==> config.mk <==
export PLATFORM = sky130hd
export DESIGN_NAME = display_scan_controller_flat
export DESIGN_NICKNAME = d
export VERILOG_FILES = /design/src/rtl/display_scan_controller_pkg.sv /design/src/rtl/display_scan_controller_if.sv /design/src/rtl/display_scan_controller_seg_decoder.sv /design/src/rtl/display_scan_controller.sv /design/src/flat_wrapper.sv
export SDC_FILE = /design/constraint.sdc
export NUM_CORES = 1
export LEC_CHECK = 0
export BUFFER_PORTS_ARGS = -buffer_cell sky130_fd_sc_hd__buf_2
export CORE_AREA = 2 2 98 147
export DETAILED_ROUTE_END_ITERATION = 8
export DIE_AREA = 0 0 100 149
export PLACE_DENSITY = 0.6
export SLEW_MARGIN = 30
export SYNTH_ARGS = -nofsm -noshare
export SYNTH_HDL_FRONTEND = slang
export SYNTH_SLANG_ARGS = --single-unit
==> constraint.sdc <==
create_clock -name clk -period 3.1 [get_ports clk]
set_clock_uncertainty 0.1 [all_clocks]
set_input_delay 0.62 -clock clk [delete_from_list [all_inputs] [get_ports clk]]
set_output_delay 0.62 -clock clk [all_outputs]
set_load 0.03 [all_outputs]
==> src/rtl/display_scan_controller_pkg.sv <==
// Shared constants and the digit-to-segment lookup for the display scan controller.
package display_scan_controller_pkg;

  localparam int DISPLAY_DIGITS = 8;

  typedef logic [3:0] digit_code_t;
  typedef logic [6:0] segments_t;

  localparam digit_code_t DIGIT_DASH  = 4'hc;
  localparam digit_code_t DIGIT_BLANK = 4'hf;

  localparam segments_t SEG_0     = 7'h3f;
  localparam segments_t SEG_1     = 7'h06;
  localparam segments_t SEG_2     = 7'h5b;
  localparam segments_t SEG_3     = 7'h4f;
  localparam segments_t SEG_4     = 7'h66;
  localparam segments_t SEG_5     = 7'h6d;
  localparam segments_t SEG_6     = 7'h7d;
  localparam segments_t SEG_7     = 7'h07;
  localparam segments_t SEG_8     = 7'h7f;
  localparam segments_t SEG_9     = 7'h6f;
  localparam segments_t SEG_A     = 7'h77;
  localparam segments_t SEG_B     = 7'h7c;
  localparam segments_t SEG_DASH  = 7'h40;
  localparam segments_t SEG_D     = 7'h5e;
  localparam segments_t SEG_E     = 7'h79;
  localparam segments_t SEG_BLANK = 7'h00;

  // Segment a is bit 0; codes C and F are repurposed as dash and blank.
  function automatic segments_t seg_lookup(input digit_code_t code);
    case (code)
      4'h0:        return SEG_0;
      4'h1:        return SEG_1;
      4'h2:        return SEG_2;
      4'h3:        return SEG_3;
      4'h4:        return SEG_4;
      4'h5:        return SEG_5;
      4'h6:        return SEG_6;
      4'h7:        return SEG_7;
      4'h8:        return SEG_8;
      4'h9:        return SEG_9;
      4'ha:        return SEG_A;
      4'hb:        return SEG_B;
      DIGIT_DASH:  return SEG_DASH;
      4'hd:        return SEG_D;
      4'he:        return SEG_E;
      default:     return SEG_BLANK;
    endcase
  endfunction

endpackage

==> src/rtl/display_scan_controller_if.sv <==
// Display-side bus: display words and overlay request in, scan outputs back.
interface display_scan_controller_if;
  logic [31:0] numbers;
  logic [7:0]  blink_mask;
  logic        overlay_req;
  logic [31:0] overlay_numbers;
  logic [7:0]  seg_en;
  logic [7:0]  seg_out;
  logic        frame_done;
  logic        overlay_active;

  modport master (
    output numbers, blink_mask, overlay_req, overlay_numbers,
    input  seg_en, seg_out, frame_done, overlay_active
  );

  modport slave (
    input  numbers, blink_mask, overlay_req, overlay_numbers,
    output seg_en, seg_out, frame_done, overlay_active
  );
endinterface

==> src/rtl/display_scan_controller_seg_decoder.sv <==
// Combinational 4-bit digit code to 7-segment pattern decoder.
module display_scan_controller_seg_decoder
  import display_scan_controller_pkg::*;
(
  input  digit_code_t code,
  output segments_t   segments
);

  always_comb begin
    segments = seg_lookup(code);
  end

endmodule

==> src/rtl/display_scan_controller.sv <==
// 8-digit 7-segment scan controller with frame-synchronous snapshot, blinking and timed overlay.
module display_scan_controller
  import display_scan_controller_pkg::*;
#(
  parameter int CLK_HZ         = 100000000,
  parameter int SCAN_HZ        = 1000,
  parameter int BLINK_FRAMES   = 62,
  parameter int OVERLAY_FRAMES = 250
) (
  input logic                       clk,
  input logic                       rst,
  display_scan_controller_if.slave  bus
);

  localparam int SCAN_DIV = CLK_HZ / SCAN_HZ;
  localparam int PRE_W    = $clog2(SCAN_DIV);
  localparam int BLINK_W  = $clog2(BLINK_FRAMES + 1);
  localparam int OV_W     = $clog2(OVERLAY_FRAMES + 1);

  logic [PRE_W-1:0]   prescaler_reg;
  logic [2:0]         index_reg;
  logic [31:0]        frame_word_reg;
  logic [7:0]         frame_mask_reg;
  logic [BLINK_W-1:0] blink_cnt_reg;
  logic               blink_phase_reg;
  logic [OV_W-1:0]    ov_cnt_reg;
  logic [31:0]        ov_buf_reg;
  logic [7:0]         seg_en_reg;
  logic [7:0]         seg_out_reg;
  logic               frame_done_reg;
  logic               overlay_active_reg;

  logic        tick;
  logic        boundary;
  digit_code_t digit_nibbles [DISPLAY_DIGITS];
  digit_code_t cur_nibble;
  segments_t   cur_segments;

  assign tick     = (prescaler_reg == PRE_W'(SCAN_DIV - 1));
  assign boundary = tick && (index_reg == 3'd7);

  genvar gi;
  generate
    for (gi = 0; gi < DISPLAY_DIGITS; gi++) begin : g_nibble
      assign digit_nibbles[gi] = frame_word_reg[4*gi +: 4];
    end
  endgenerate

  assign cur_nibble = digit_nibbles[index_reg];

  display_scan_controller_seg_decoder u_seg_decoder (
    .code     (cur_nibble),
    .segments (cur_segments)
  );

  always_ff @(posedge clk) begin
    if (rst) begin
      prescaler_reg      <= '0;
      index_reg          <= '0;
      frame_word_reg     <= 32'hffffffff;
      frame_mask_reg     <= '0;
      blink_cnt_reg      <= '0;
      blink_phase_reg    <= 1'b0;
      ov_cnt_reg         <= '0;
      ov_buf_reg         <= '0;
      seg_en_reg         <= '0;
      seg_out_reg        <= '0;
      frame_done_reg     <= 1'b0;
      overlay_active_reg <= 1'b0;
    end else begin
      prescaler_reg <= tick ? '0 : prescaler_reg + PRE_W'(1);
      if (tick) begin
        index_reg <= index_reg + 3'd1;
      end

      // Snapshot at the frame boundary so a digit never changes mid-frame.
      if (boundary) begin
        frame_word_reg <= (ov_cnt_reg != '0) ? ov_buf_reg : bus.numbers;
        frame_mask_reg <= bus.blink_mask;
        if (blink_cnt_reg == BLINK_W'(BLINK_FRAMES - 1)) begin
          blink_cnt_reg   <= '0;
          blink_phase_reg <= ~blink_phase_reg;
        end else begin
          blink_cnt_reg <= blink_cnt_reg + BLINK_W'(1);
        end
      end

      // A fresh request wins over the boundary decrement, restarting the full count.
      if (bus.overlay_req) begin
        ov_buf_reg <= bus.overlay_numbers;
        ov_cnt_reg <= OV_W'(OVERLAY_FRAMES);
      end else if (boundary && (ov_cnt_reg != '0)) begin
        ov_cnt_reg <= ov_cnt_reg - OV_W'(1);
      end

      seg_en_reg         <= 8'b1 << index_reg;
      seg_out_reg        <= (frame_mask_reg[index_reg] && blink_phase_reg) ? 8'h00
                                                                           : {1'b0, cur_segments};
      frame_done_reg     <= boundary;
      overlay_active_reg <= (ov_cnt_reg != '0);
    end
  end

  assign bus.seg_en         = seg_en_reg;
  assign bus.seg_out        = seg_out_reg;
  assign bus.frame_done     = frame_done_reg;
  assign bus.overlay_active = overlay_active_reg;

endmodule

==> src/flat_wrapper.sv <==
// flat-port wrapper written by rule: the top's interface ports become plain ports
module display_scan_controller_flat import display_scan_controller_pkg::*;
#(
  parameter int CLK_HZ         = 100000000,
  parameter int SCAN_HZ        = 1000,
  parameter int BLINK_FRAMES   = 62,
  parameter int OVERLAY_FRAMES = 250
)
  (clk, rst, bus_numbers, bus_blink_mask, bus_overlay_req, bus_overlay_numbers, bus_seg_en, bus_seg_out, bus_frame_done, bus_overlay_active);
  display_scan_controller_if bus_i ();
  input logic clk;
  input logic rst;
  input wire logic [$bits(bus_i.numbers)-1:0] bus_numbers;
  input wire logic [$bits(bus_i.blink_mask)-1:0] bus_blink_mask;
  input wire logic [$bits(bus_i.overlay_req)-1:0] bus_overlay_req;
  input wire logic [$bits(bus_i.overlay_numbers)-1:0] bus_overlay_numbers;
  output wire logic [$bits(bus_i.seg_en)-1:0] bus_seg_en;
  output wire logic [$bits(bus_i.seg_out)-1:0] bus_seg_out;
  output wire logic [$bits(bus_i.frame_done)-1:0] bus_frame_done;
  output wire logic [$bits(bus_i.overlay_active)-1:0] bus_overlay_active;
  assign bus_i.numbers = bus_numbers;
  assign bus_i.blink_mask = bus_blink_mask;
  assign bus_i.overlay_req = bus_overlay_req;
  assign bus_i.overlay_numbers = bus_overlay_numbers;
  assign bus_seg_en = bus_i.seg_en;
  assign bus_seg_out = bus_i.seg_out;
  assign bus_frame_done = bus_i.frame_done;
  assign bus_overlay_active = bus_i.overlay_active;
  display_scan_controller #(.CLK_HZ(CLK_HZ), .SCAN_HZ(SCAN_HZ), .BLINK_FRAMES(BLINK_FRAMES), .OVERLAY_FRAMES(OVERLAY_FRAMES)) u_core (.clk(clk), .rst(rst), .bus(bus_i));
endmodule
# Yosys cells after proc, flatten, opt, wreduce, memory -nomap -nowiden
# Memories as Yosys holds them, arrays and structs flattened. A register that Yosys moved wholly into a read port is not among the register bits.
# Index checks and enable logic that the tools add are counted.
classes:
  addsub: 4
  n_lt_le_gt_ge: 2
  eq_ne: 3
  n_shift: 1
  muxes: 9
  bitwise_logic: 2
  reduce_logical: 9
op_table:
  columns: ["op", "count"]
  rows:
  - ["2-to-1 mux 32 bit", 1]
  - ["adder 17 x 1 -> 17 bit (second input constant)", 1]
  - ["== test 17 bit (second input constant)", 1]
  - ["2-to-1 mux 8 bit", 2]
  - ["binary-select mux 4 bit (select 3 bit)", 1]
  - ["2-to-1 mux 4 bit", 2]
  - ["nonzero test 8 bit", 1]
  - ["<< shifter 1 x 3 -> 8 bit (first input constant)", 1]
  - ["subtractor 8 x 1 -> 8 bit (second input constant)", 1]
  - ["adder 6 x 1 -> 6 bit (second input constant)", 1]
  - ["== test 6 bit (second input constant)", 1]
  - ["2-to-1 mux 6 bit", 1]
  - ["OR reduction 2 bit", 3]
  - [">= comparator 4 bit (second input constant)", 1]
  - ["less-than comparator 3 x 4 -> 1 bit (second input constant)", 1]
  - ["inverter 3 -> 4 bit", 1]
  - ["adder 3 x 1 -> 3 bit (second input constant)", 1]
  - ["binary-select mux 1 bit (select 3 bit)", 1]
  - ["== test 3 bit (second input constant)", 1]
  - ["logical AND 1 bit", 3]
  - ["AND reduction 2 bit", 1]
  - ["nonzero test 2 bit", 1]
  - ["2-to-1 mux 1 bit", 1]
  - ["inverter 1 bit", 1]
word_totals:
  regBits: 118
  romBits: 112
  inputBits: 75
  out_inout_bits: 18
  elab_cells: 44
  n_memories: 1
memory_table:
  columns: ["memory", "words", "word_bits", "rd", "rd_clocked_by_memory_dff", "wr", "line_no", "source"]
  rows:
  - ["(name not given)", 16, 7, 1, 1, 0, "display_scan_controller_pkg.sv:31", "case (code)"]

# Depth between registers and ports, before layout
# Gate-level depths: netlist of the first run.
depth:
  ltp_word: 5
  mapped_depth: 9
  depth_no_buf: 7

# By module
# Synthesis of the first run repeated with hierarchy kept, for this count alone.
unflattened:
  cells_unflattened: 588
  area_unflattened_um2: 5793.1
modules_own_cells:
  columns: ["module", "instances", "cells_per_inst", "area_each_um2", "seq_area_each_um2"]
  rows:
  - ["display_scan_controller", 1, 555, 5529.1, 2482.4]
  - ["display_scan_controller_seg_decoder", 1, 33, 264.0, 0.0]

# Worst setup path after synthesis of the first run
# OpenSTA, ideal clock, no wires.
synth_path:
  path_type: "reg-to-reg"
  startpoint: "reg u_core.index_reg[0]"
  endpoint: "reg u_core.seg_out_reg[4], in the netlist u_core.bus.seg_out[4]"
  setup_ns: 0.091
  t_arrival_ns: 2.270
  t_required_ns: 2.909
  slack_ns: 0.639
  stages_incl_launch_ff: 9
  path_buffers: 2
  period_less_slack_ns: 2.461
  path_cell_list: "dfxtp_1 > buf_4 > buf_4 > mux4_2 > mux2i_1 > inv_1 > ha_1 > nand2b_1 > a311oi_1"
synth_via:
  elab_chain_len: 4
  word_cells_on_any_way: 8
  classes_between: "mux: 5; bitwise: 1; reduce/logical: 2"
synth_lines:
  columns: ["element", "line_no", "source"]
  rows:
  - ["from (decl)", "display_scan_controller.sv:21", "logic [2:0] index_reg;"]
  - ["from (signal assigned)", "display_scan_controller.sv:73", "index_reg <= index_reg + 3'd1;"]
  - ["binary-select mux 1 bit (select 3 bit) / inverter 3 -> 4 bit (equally long branches)", "display_scan_controller.sv:97, display_scan_controller.sv:49", null]
  - ["2-to-1 mux 1 bit (not written as such) / binary-select mux 4 bit (select 3 bit) (equally long branches)", "display_scan_controller.sv:97, display_scan_controller.sv:49", null]
  - ["logical AND 1 bit / 2-to-1 mux 4 bit (equally long branches)", "display_scan_controller.sv:97, display_scan_controller.sv:49", null]
  - ["OR reduction 2 bit (no source line) / 2-to-1 mux 4 bit (equally long branches)", null, null]
  - ["to (decl)", "display_scan_controller.sv:29", "logic [7:0] seg_out_reg;"]
# Several ways; a longest one is shown, not always the timed one. The select of a mux whose other input is x is not followed.
# A chain may end at the register's enable or synchronous reset.

# Final worst setup path of the first run
# Ends and elaborated chain as after synthesis.

==> metrics.md, run 1 <==
| Metric | Value |
|---|---|
| Gr busiest metal | `met2` |
| CP Capture Point | `u_core.bus.seg_out[4]` |
| Sink Count | `124` |
| Synthesized area per cell | `9.70 um2` |
| Pleak | `2.69 nW` |
| Worst slew margin | `0.548` |
| Die area | `0.0149 mm2` |
| Setup TNS | `0 ns` |
| CP Depth | `6` |
| Wire per inst | `14.9 um` |
| Top post-synthesis cells by count | `124 x dfxtp_1, 106 x nor2_1, 75 x mux2i_1, 33 x nand2_1, 32 x a211o_1` |
| I/O Pins | `93` |
| WP buf/inv | `1` |
| TritonCTS clock tree | `done` |
| Unique masters post-synth | `47` |
| Core Region | `0.0138 mm2` |
| Top-count cell post-synth | `dfxtp_1` |
| Post-synthesis register bit count | `124` |
| Post-CTS Setup Bufs | `0` |
| Worst Hold Class | `primary input to register` |
| Rows | `53` |
| Remaining global-route overflow | `0` |
| Max-Cap Viols | `0` |
| GR Util met1 | `0.193` |
| Util after Layout | `0.490` |
| N_diodes | `0` |
| Vias after detailed routing | `4,310` |
| Fillcell total | `1,323` |
| Gr usage total | `0.172` |
| Antenna violations before repair | `0` |
| FMAX | `0.369 GHz` |
| Fraction of registers with async set/reset | `0` |
| Worst IR drop on VDD | `0.000333 V` |
| Crit end category | `register` |
| Number of synthesized flops with an enable pin | `0` |
| Top cells by area, synth | `dfxtp_1 44%, mux2i_1 13%, nor2_1 7.1%` |
| Status | `complete, no violations` |
| Final hold vios | `0` |
| CP Launch Point | `u_core.index_reg[0]` |
| CTS clk-pin slew, worst paths | `0.06 ns` |
| Critical path's slowest cell | `dfxtp_1` |
| CTS Hold Bufs | `0` |
| Seq/Total Area, Yosys | `0.442` |
| Max incr delay on CP | `0.61 ns` |
| R2R cell count | `6` |
| Clock Path Buffers | `2` |
| Synthesized Nets | `671` |
| Met3 Usage GRT | `0.0361` |
| FF-to-FF Start | `u_core.index_reg[0]` |
| CP Launch Type | `register` |
| Share of layout cells above drive strength 1 | `0.231` |
| Pins Over Slew Limit | `0` |
| Post-route ant nets | `0` |
| Die width | `100 um` |
| Crit path kind | `register to register` |
| Worst-Skew Late Latency | `0.41 ns` |
| DRT Wirelength | `12.5 mm` |
| Area grow syn2layout | `20.3%` |
| DR DRC count | `0` |
| Delay-heaviest family, CP | `multiplexers` |
| Critical path arrival | `2.93 ns` |
| GP Congestion | `0.841` |
| Nets | `751` |
| Leading area contributor after synthesis | `dfxtp_1` |
| Largest net degree at the start of global routing | `65` |
| Vias per inst | `5.16` |
| Critical path data required time | `3.32 ns` |
| Crit share post-route | `0.874` |
| Setup-failing EPs final | `0` |
| Initial DRC Count | `125` |
| Netlist Area Pre-Place | `0.00562 mm2` |
| Synth warn | `0` |
| TritonCTS Buffers | `17` |
| Initial DRT Pass Iterations | `6` |
| H-tree depth | `4` |
| CP cell instances | `mux4_2 -> mux2i_1 -> inv_1 -> ha_1 -> nand2b_1 -> a311oi_1` |
| Post-synth top flop | `dfxtp_1` |
| Setup slack, reg-to-reg | `0.39 ns` |
| Initial Utilization | `0.407` |
| Met2 Resource Use GR | `0.313` |
| Worst R2R End | `u_core.bus.seg_out[4]` |
| Root Driver | `clkbuf_16` |
| CP max FO | `9` |
| PD cells | `554 mW/mm2` |
| Die height | `149 um` |
| Post-Syn Instances | `579` |
| RSZ-0062 raised after global routing | `false` |
| Synth top area share | `0.442` |
| Vias in the first global route | `4,258` |
| Least-Margin Pin Slew | `0.672 ns` |
| Final min period | `2.71 ns` |
| Post-CTS sizing | `0` |
| DP Wirelength | `9.05 mm` |
| Port Buffer Count | `91` |
| First-pass GRT wire length | `20.0 mm` |
==> worst min-delay path by stage <==
stage | from | endpoint | slack, ns | cells past startpoint
3_3_place_gp | u_core.frame_word_reg[25] | u_core.frame_word_reg[25] | 0.34 | 1
6_report | bus_overlay_numbers[31] | u_core.ov_buf_reg[31] | 0.35 | 3
2_1_floorplan | u_core.frame_mask_reg[1] | u_core.frame_mask_reg[1] | 0.33 | 2
5_1_grt | bus_overlay_numbers[18] | u_core.ov_buf_reg[18] | 0.34 | 3
4_1_cts | bus_overlay_numbers[30] | u_core.ov_buf_reg[30] | 0.34 | 3
3_5_place_dp | u_core.frame_mask_reg[1] | u_core.frame_mask_reg[1] | 0.34 | 2
==> power breakdown <==
part	total (mW)	switching (mW)	internal [mW]
clock network	1.84	0.672	1.17
logic	0.247	0.129	0.118
registers	1.65	0.0223	1.63
==> layout by cell type (no fill, tap or decap), types with 10 or more instances in the layout <==
cell type | netlist | routed
buf_2 | 9 | 90
nor3_1 | 10 | 10
and2_1 | 10 | 10
dfxtp_1 | 124 | 124
nor2_1 | 106 | 106
a211o_1 | 32 | 32
a21oi_1 | 15 | 15
inv_1 | 11 | 11
mux2i_1 | 75 | 75
nand2_1 | 33 | 33
nand3_1 | 14 | 14
clkbuf_16 | 0 | 17
ha_1 | 17 | 17
==> cell families (layout without fill, tap and decap cells) <==
logic type	after synthesis	in the layout	synth area share
xor+xnor	18	18	0.0281
simple gates	209	209	0.176
mux	88	88	0.178
other cells	1	1	0.000668
flops	124	124	0.442
compound gates	70	70	0.0951
fa+ha+maj	17	17	0.0379
buf+inv	52	143	0.0428
==> routing by layer <==
layer,part of all wire,vias up
met5,0,-
met4,0.018,0
met3,0.033,12
met2,0.52,81
met1,0.42,2034
li1,-,2183
==> worst reg2reg max path, stage by stage (launching register included) <==
cell,delay (ns)
dfxtp_1,0.61
mux4_2,0.56
mux2i_1,0.49
inv_1,0.19
ha_1,0.28
nand2b_1,0.15
a311oi_1,0.23
==> through the flow <==
step | instance area [um2] | power, mW | hold slack (ns) | setup WS, ns | std cells
2_1_floorplan | 5620 | 1.84 | 0.329 | 0.639 | 579
3_3_place_gp | 6200 | 1.93 | 0.338 | 0.504 | 805
3_5_place_dp | 6200 | 1.94 | 0.344 | 0.387 | 805
4_1_cts | 6760 | 3.78 | 0.341 | 0.373 | 835
5_1_grt | 6760 | 3.88 | 0.341 | 0.0925 | 835
6_report | 6760 | 3.74 | 0.349 | 0.391 | 835
==> final cells by class <==
cell class	count	area, um2	share of cell area
Sequential cell	124	2480	0.367
Clock buffer	23	488	0.0722
Clock inverter	7	65.1	0.00963
Tap cell	165	206	0.0306
Multi-Input combinational cell	403	2900	0.429
Inverter	11	41.3	0.00611
Timing Repair Buffer	102	578	0.0856
Power figures use the tool's default switching activity.
==> run 2, diff against run 1 <==
- CAP_MARGIN: default -> 10
- MAX_ROUTING_LAYER: default -> met4
==> run 2 against run 1 <==
  * Register-to-register slack hardly changed
  * Core utilization stayed put
  * Clock power hardly changed
  * Combinational power hardly changed
  * Critical endpoint unchanged
  * Cell count stayed put
  * Count of clock-buffer cells in the layout stayed put
  * Worst setup slack better by 0.0032 ns
  * Highest routed layer unchanged
  * Flip-flop and latch count stayed put
  * Die area stayed put
==> metrics.md, run 2 (same netlist as run 1, synthesis figures left out) <==
| Metric | Value |
|---|---|
| Status | `complete, no violations` |
| Largest net degree at the start of global routing | `65` |
| CP Launch Point | `u_core.index_reg[0]` |
| Worst Hold Class | `primary input to register` |
| DR DRC count | `0` |
| Post-route ant nets | `0` |
| DRT Wirelength | `12.5 mm` |
| Critical path data required time | `3.32 ns` |
| Delay-heaviest family, CP | `multiplexers` |
| Share of layout cells above drive strength 1 | `0.231` |
| DP Wirelength | `9.05 mm` |
| R2R cell count | `6` |
| FF-to-FF Start | `u_core.index_reg[0]` |
| Least-Margin Pin Slew | `0.662 ns` |
| Final min period | `2.71 ns` |
| Sink Count | `124` |
| I/O Pins | `93` |
| Setup TNS | `0 ns` |
| Vias after detailed routing | `4,312` |
| CTS clk-pin slew, worst paths | `0.05 ns` |
| CP cell instances | `mux4_2 -> mux2i_1 -> inv_1 -> ha_1 -> nand2b_1 -> a311oi_1` |
| CTS Hold Bufs | `0` |
| Worst R2R End | `u_core.bus.seg_out[4]` |
| Vias per inst | `5.16` |
| RSZ-0062 raised after global routing | `false` |
| Die height | `149 um` |
| PD cells | `553 mW/mm2` |
| Rows | `53` |
| Initial Utilization | `0.407` |
| CP Capture Point | `u_core.bus.seg_out[4]` |
| CP Launch Type | `register` |
| Initial DRT Pass Iterations | `6` |
| DP Worst Slack | `0.387 ns` |
| Area grow syn2layout | `20.3%` |
| TritonCTS clock tree | `done` |
| H-tree depth | `4` |
| Critical path's slowest cell | `dfxtp_1` |
| Core Region | `0.0138 mm2` |
| Antenna violations before repair | `0` |
| Nets | `751` |
| Max-Cap Viols | `0` |
| Port Buffer Count | `91` |
| WP buf/inv | `1` |
| CP max FO | `9` |
| Wire per inst | `15.0 um` |
| Hold Worst Slack | `0.350 ns` |
| Remaining global-route overflow | `0` |
| Clock Path Buffers | `2` |
| Die area | `0.0149 mm2` |
| Pleak | `2.69 nW` |
| Setup ws final | `0.394 ns` |
| Crit path kind | `register to register` |
| CP Depth | `6` |
| GP Congestion | `0.854` |
| FMAX | `0.370 GHz` |
| Vias in the first global route | `4,247` |
| Post-CTS Setup Bufs | `0` |
| Setup slack, reg-to-reg | `0.39 ns` |
| First-pass GRT wire length | `20.0 mm` |
| Fillcell total | `1,323` |
| Root Driver | `clkbuf_16` |
| Gr usage total | `0.176` |
| Setup-failing EPs final | `0` |
| Most frequent cells in the layout | `124 x dfxtp_1, 106 x nor2_1, 90 x buf_2, 75 x mux2i_1, 33 x nand2_1` |
| Max incr delay on CP | `0.62 ns` |
| Critical path arrival | `2.92 ns` |
| Worst IR drop on VDD | `0.000328 V` |
| Placed instance area | `0.00620 mm2` |
| Final hold vios | `0` |
| Crit share post-route | `0.873` |
| N_diodes | `0` |
| Most common cell after layout, fill and taps aside | `dfxtp_1` |
| Initial DRC Count | `136` |
| TritonCTS Buffers | `17` |
| Post-CTS sizing | `0` |
| Worst slew margin | `0.555` |
| Final Cell Area | `0.00676 mm2` |
| Die width | `100 um` |
| Worst-Skew Late Latency | `0.41 ns` |
| Pins Over Slew Limit | `0` |
| Crit end category | `register` |
## run 2: cell counts in the layout (fill, tap and decap cells not counted)
Identical to the previous run, type by type.
## run 2: worst min-delay path by stage
stage,cells past startpoint,from,end,slack (ns)
5_1_grt,3,bus_overlay_numbers[18],u_core.ov_buf_reg[18],0.34
4_1_cts,3,bus_overlay_numbers[30],u_core.ov_buf_reg[30],0.34
3_3_place_gp,1,u_core.frame_word_reg[25],u_core.frame_word_reg[25],0.34
6_report,3,bus_overlay_numbers[20],u_core.ov_buf_reg[20],0.35
3_5_place_dp,2,u_core.frame_mask_reg[1],u_core.frame_mask_reg[1],0.34
2_1_floorplan,2,u_core.frame_mask_reg[1],u_core.frame_mask_reg[1],0.33
## run 2: area by class of cell
cell class	count	area [um2]	share of cell area
clock buffer	23	488	0.0722
timing repair buffer	102	578	0.0856
tap	165	206	0.0306
sequential	124	2480	0.367
multi-input combinational	403	2900	0.429
clock inverter	7	65.1	0.00963
inverter	11	41.3	0.00611
## run 2: stage by stage
| stage | cells | total power, mW | utilization |
|---|---|---|---|
| final | 835 | 3.74 | 0.490 |
| after global routing | 835 | 3.87 | 0.490 |
| after CTS | 835 | 3.78 | 0.490 |
| after detailed placement | 805 | 1.94 | 0.450 |
| after global placement | 805 | 1.93 | 0.450 |
| after floorplan | 579 | 1.84 | - |
## run 2: layer usage
layer / share of wire / GRT usage / wire [um]
met1: 0.42 / 0.193 / 5280
met2: 0.53 / 0.311 / 6640
met3: 0.033 / 0.0370 / 418
met4: 0.011 / 0.0637 / 140
met5: 0 / - / 0
## run 2: power breakdown
part           internal [mW]  leakage, nW  switching [mW]  total, mW
logic                  0.118         1.41           0.129      0.247
registers               1.63         1.01          0.0225       1.65
clock network           1.17        0.271           0.663       1.83
## run 2: worst register-to-register path, cell delays in order (launching register included)
cell,delay [ns]
dfxtp_1,0.62
mux4_2,0.56
mux2i_1,0.49
inv_1,0.19
ha_1,0.28
nand2b_1,0.15
a311oi_1,0.24
